`config.mk`:
```
export PLATFORM = sky130hd
export DESIGN_NAME = fsl_tx_arbiter
export DESIGN_NICKNAME = d
export VERILOG_FILES = /design/src/rtl/fsl_tx_arbiter_pkg.sv /design/src/rtl/fsl_tx_arbiter_rr_arb2.sv /design/src/rtl/fsl_tx_arbiter.sv
export SDC_FILE = /design/constraint.sdc
export NUM_CORES = 1
export LEC_CHECK = 0
export ABC_AREA = 1
export CAP_MARGIN = 20
export CORE_AREA = 2 2 73 58
export DETAILED_ROUTE_END_ITERATION = 7
export DIE_AREA = 0 0 75 60
export SYNTH_ARGS = -nofsm -noshare
export SYNTH_HDL_FRONTEND = slang
export SYNTH_HIERARCHICAL = 1
export SYNTH_SLANG_ARGS = --single-unit
```
`constraint.sdc`:
```
create_clock -name clock -period 3 [get_ports clock]
set_input_delay 0.9 -clock clock [delete_from_list [all_inputs] [get_ports clock]]
set_output_delay 0.9 -clock clock [all_outputs]
set_load 0.01 [all_outputs]
```
`src/rtl/fsl_tx_arbiter_pkg.sv`:
```
// Shared definitions for the FSL-to-RS232 transmit arbiter: FSM state
// encoding, the tag byte base value and the burst counter width.
package fsl_tx_arbiter_pkg;

  typedef enum logic [2:0] {
    IDLE,
    TAG,
    SEND,
    HOLD,
    WAIT
  } state_t;

  // Tag bytes are TAG_BASE with the channel number in the low bit.
  localparam logic [7:0] TAG_BASE = 8'hF0;

  // Burst counter width; MAX_BURST must fit (1..15).
  localparam int BURST_W = 4;

  // Tag byte announcing the start of a grant for channel ch.
  function automatic logic [7:0] tag_byte(input logic ch);
    return TAG_BASE | {7'b0000000, ch};
  endfunction

endpackage

```
`src/rtl/fsl_tx_arbiter_rr_arb2.sv`:
```
// Two-way round-robin arbiter. A lone requester always wins; on a tie the
// channel that was not served last wins. Purely combinational.
module rr_arb2 (
  input  logic [1:0] req,
  input  logic       last,
  output logic       grant,
  output logic       valid
);

  // Grant selection from the request pair and the last served channel.
  always_comb begin
    valid = |req;
    grant = 1'b0;
    case (req)
      2'b01:   grant = 1'b0;
      2'b10:   grant = 1'b1;
      2'b11:   grant = ~last;
      default: grant = 1'b0;
    endcase
  end

endmodule

```
`src/rtl/fsl_tx_arbiter.sv`:
```
// Arbitrates two FSL slave channels onto one RS232 byte transmitter.
// A granted channel sends up to MAX_BURST words, one start pulse per word,
// each pulse followed by a one-cycle HOLD that covers the transmitter's
// ready drop, then WAIT until the transmitter is idle again.
// Optional feature macro FSL_TX_TAG_EN: each grant is preceded by a tag
// byte (TAG_BASE | channel) sent without popping the FSL channel.
module fsl_tx_arbiter
  import fsl_tx_arbiter_pkg::*;
#(
  parameter int MAX_BURST = 4
) (
  input  logic       clock,
  input  logic       reset,
  output logic       FSL0_S_CLK,
  output logic       FSL1_S_CLK,
  input  logic [0:7] FSL0_S_DATA,
  input  logic [0:7] FSL1_S_DATA,
  input  logic       FSL0_S_EXISTS,
  input  logic       FSL1_S_EXISTS,
  output logic       FSL0_S_READ,
  output logic       FSL1_S_READ,
  input  logic       rs232_tx_ready,
  output logic [7:0] rs232_tx_data,
  output logic       rs232_tx_start,
  output logic       grant_ch
);

  localparam logic [BURST_W-1:0] MAX_B = BURST_W'(MAX_BURST);

  state_t             state;
  logic [BURST_W-1:0] burst;
  logic               last_served;

  logic [1:0] req;
  logic       arb_last;
  logic       arb_grant;
  logic       arb_valid;
  logic [7:0] arb_data;
  logic [7:0] cur_data;
  logic       cur_exists;
  logic       wait_done;
  logic       burst_more;
  logic       do_continue;
  logic       do_grant;

  assign FSL0_S_CLK = clock;
  assign FSL1_S_CLK = clock;

  assign req = {FSL1_S_EXISTS, FSL0_S_EXISTS};

  // Leaving WAIT ends the current grant, so the channel just served counts
  // as "last" for the same-cycle re-arbitration.
  assign arb_last = (state == WAIT) ? grant_ch : last_served;

  rr_arb2 u_arb (
    .req   (req),
    .last  (arb_last),
    .grant (arb_grant),
    .valid (arb_valid)
  );

  // FSL words are declared [0:7]; a plain vector copy puts FSL bit 0 on
  // rs232 bit 7, which is the required bit mapping.
  assign arb_data   = arb_grant ? FSL1_S_DATA : FSL0_S_DATA;
  assign cur_data   = grant_ch ? FSL1_S_DATA : FSL0_S_DATA;
  assign cur_exists = grant_ch ? FSL1_S_EXISTS : FSL0_S_EXISTS;

  assign wait_done   = (state == WAIT) && rs232_tx_ready;
  assign burst_more  = (burst < MAX_B) && cur_exists;
  assign do_continue = wait_done && burst_more;
  assign do_grant    = rs232_tx_ready && arb_valid &&
                       ((state == IDLE) || (wait_done && !burst_more));

  // Control FSM with registered start/data/read outputs.
  always_ff @(posedge clock) begin
    if (reset) begin
      state          <= IDLE;
      rs232_tx_start <= 1'b0;
      rs232_tx_data  <= 8'h00;
      FSL0_S_READ    <= 1'b0;
      FSL1_S_READ    <= 1'b0;
      burst          <= '0;
      grant_ch       <= 1'b0;
      last_served    <= 1'b1;
    end else begin
      rs232_tx_start <= 1'b0;
      FSL0_S_READ    <= 1'b0;
      FSL1_S_READ    <= 1'b0;
      if (do_grant) begin
        grant_ch <= arb_grant;
        if (state == WAIT) last_served <= grant_ch;
`ifdef FSL_TX_TAG_EN
        state          <= TAG;
        burst          <= '0;
        rs232_tx_start <= 1'b1;
        rs232_tx_data  <= tag_byte(arb_grant);
`else
        // Counter clears on grant and counts this first SEND at once.
        state          <= SEND;
        burst          <= BURST_W'(1);
        rs232_tx_start <= 1'b1;
        rs232_tx_data  <= arb_data;
        FSL0_S_READ    <= ~arb_grant;
        FSL1_S_READ    <= arb_grant;
`endif
      end else if (do_continue) begin
        state          <= SEND;
        burst          <= burst + 1'b1;
        rs232_tx_start <= 1'b1;
        rs232_tx_data  <= cur_data;
        FSL0_S_READ    <= ~grant_ch;
        FSL1_S_READ    <= grant_ch;
      end else begin
        case (state)
          TAG, SEND: state <= HOLD;
          HOLD:      state <= WAIT;
          WAIT: begin
            if (rs232_tx_ready) begin
              state       <= IDLE;
              last_served <= grant_ch;
            end
          end
          default:   state <= IDLE;
        endcase
      end
    end
  end

endmodule

```
==> results_dict.tcl <==
set metrics [dict create \
    p_comb_frac 0.248 \
    synth_seq_cells 20 \
    post-cts-setup-buffer-count 0 \
    finalSetupTns_ns 0 \
    num_vias 1318 \
    die_x_um 75 \
    cts_tree "yes" \
    p_total_uw 1030 \
    hold_path_depth 2 \
    finalNonFillerCells 287 \
    dpl_cell_area_um2 1610 \
    power_frac_seq 0.300 \
    drt_pre_antenna_iters 4 \
    path_max_fanout 2 \
    max-slew-margin-rel 0.731 \
    hpwlAfterDp_mm 2.21 \
    r2r_start "grant_ch$_SDFFE_PP0P_" \
    nFillCells 411 \
    async_flop_share 0 \
    power.switching_uw 302 \
    track_usage 0.170 \
    cp.required_ns 2.10 \
    grt_max_degree 24 \
    die_area_um2 4500 \
    postSynthAreaPerCell_um2 6.36 \
    r2r_cells 10 \
    min_from "burst[3]$_SDFFE_PP0P_" \
    worst_setup_path_end_kind "output pin" \
    ios 35 \
    syn_nets 221 \
    p_clk_frac 0.452 \
    worst_slew_pin_slew_ns 0.402 \
    status "finished, final reports clean" \
    wl_per_cell_um 11.2 \
    powerDensity_nw_per_um2 592 \
    syn-instance-count 199 \
    grt_overflow 0 \
    core_area_um2 3830 \
    grt_pass1_vias 1245 \
    fin_skew_ns 0.00281 \
    drcViolationCount 0 \
    yosysUniqueCellTypes 27 \
    critical_path_class "clock port to output pin" \
    drt_iter0_markers 92 \
    antenna_found_initial 0 \
    cts_hold_buf 0 \
    routabilityCongestion 0.721 \
    synth-edff-count 0 \
    yosysSeqAreaShare 0.317 \
    synth.cell_area_um2 1260 \
    fin_area_um2 1730 \
    ant_nets 0 \
    vias_per_cell 4.59 \
    hold_ws_ns 0.433 \
    r2r_slack_ns 1.05 \
    die_h_um 60 \
    rsz0062_at_grt "false" \
    drive_gt1_frac 0.103 \
    n_antenna_cell 0 \
    hold_class "flop to flop" \
    clock_latency_ns 0.37 \
    final-max-slew-violation-count 0 \
    drv_cap 0 \
    setup_viol 0 \
    final_nets 255 \
    synthFlopType "dfxtp_1" \
    wl_mm 3.21 \
    hold_viol_final 0 \
    power.leakage_uw 0.000840 \
    start_kind "clock port" \
    rows 20 \
    placedCellCount 279 \
    arrival_ns 2.01 \
    netSwitchingFraction 0.295 \
    ys_warn_count 6 \
    post_cts_resized 2 \
    clk_pin_slew_ns 0.08 \
    grt_pass1_wl_mm 5.60 \
    start_util 0.330 \
    min_to "burst[3]$_SDFFE_PP0P_" \
    ir_drop_mv 0.501 \
    p_int_uw 724 \
    io_buffers 34 \
    r2r-end "rs232_tx_data[2]$_SDFFE_PP0P_" \
    area_delta_synth_final_pct 37.1 \
]
-- per-layer routing --
metal / part of all wire / global-route usage
met1: 0.49 / 0.214
met2: 0.45 / 0.251
met3: 0.050 / 0.0590
met5: 0 / 0
met4: 0.0097 / 0.0969
-- power groups by stage --
stage               Combinational, uW  Sequential (uW)  Clock [uW]
global route                      291              312         500
floorplan                         172              321        54.9
detailed placement                253              315        67.8
finish                            255              308         464
CTS                               255              308         481
global placement                  252              314        67.8
-- sequential cells by signal, summed over array words and instances (netlist names) --
signal / count
rs232_tx_data: 8
burst: 4
state: 3
FSL0_S_READ: 1
FSL1_S_READ: 1
grant_ch: 1
last_served: 1
rs232_tx_start: 1
-- placed cells by master (no fill, tap or decap), drive strengths merged --
cell type,count
dlygate4sd2,2
clkdlybuf4s50,32
nor2,6
nand2,57
o22ai,1
or2,1
buf,5
clkbuf,7
nand3,21
clkinv,2
nand3b,1
a21oi,9
nor3,1
bufinv,1
a31oi,1
ha,1
nand4,18
nor3b,1
dfxtp,20
inv,36
o21ai,9
-- per-stage QoR --
step	util	setup WS (ns)
after floorplan	-	0.481
after global placement	0.421	0.151
after detailed placement	0.421	0.151
after CTS	0.453	0.0857
after global routing	0.453	0.0824
final	0.453	0.0940
-- Yosys cell counts, types with 2 or more instances --
master	count	share of area
nand2_1	53	0.16
inv_1	32	0.095
dfxtp_1	20	0.32
nand3_1	20	0.079
nand4_1	18	0.089
a21oi_1	9	0.036
o21ai_0	9	0.036
inv_2	4	0.012
nand2_2	4	0.020
nor2_1	4	0.012
buf_2	3	0.012
buf_4	3	0.018
buf_6	3	0.027
clkbuf_1	3	0.0089
clkinv_1	2	0.0059
-- critical path, cell delays in order --
cell	delay, ns
clkbuf_8	0.11
clkbuf_8	0.12
dlygate4sd2_1	0.27
-- how the worst max path moves through the flow --
stage	from	endpoint	slack, ns	depth (start not counted)
floorplan	clock	FSL0_S_CLK	0.48	1
global placement	clock	FSL0_S_CLK	0.15	1
detailed placement	clock	FSL0_S_CLK	0.15	1
CTS	clock	FSL0_S_CLK	0.09	3
global route	clock	FSL0_S_CLK	0.08	3
finish	clock	FSL0_S_CLK	0.09	3
-- area by class of cell --
cell class	count	area (um^2)	share of cell area
well taps	55	68.8	0.0397
flip-flops and latches	20	400	0.231
clock inverters	1	30.0	0.0173
inverters	38	143	0.0823
clock buffers	9	114	0.0657
repair buffers	37	358	0.206
multi-input cells	127	621	0.358
-- cells by family after synthesis --
kind of cell | after synthesis | synth area share
flip-flops | 20 | 0.317
AO/OA/AOI/OAI | 20 | 0.0811
buffers and inverters | 52 | 0.193
AND/OR/NAND/NOR | 106 | 0.400
adder cells (fa/ha/maj) | 1 | 0.00989
No activity file was read; power rests on OpenSTA's default activity.
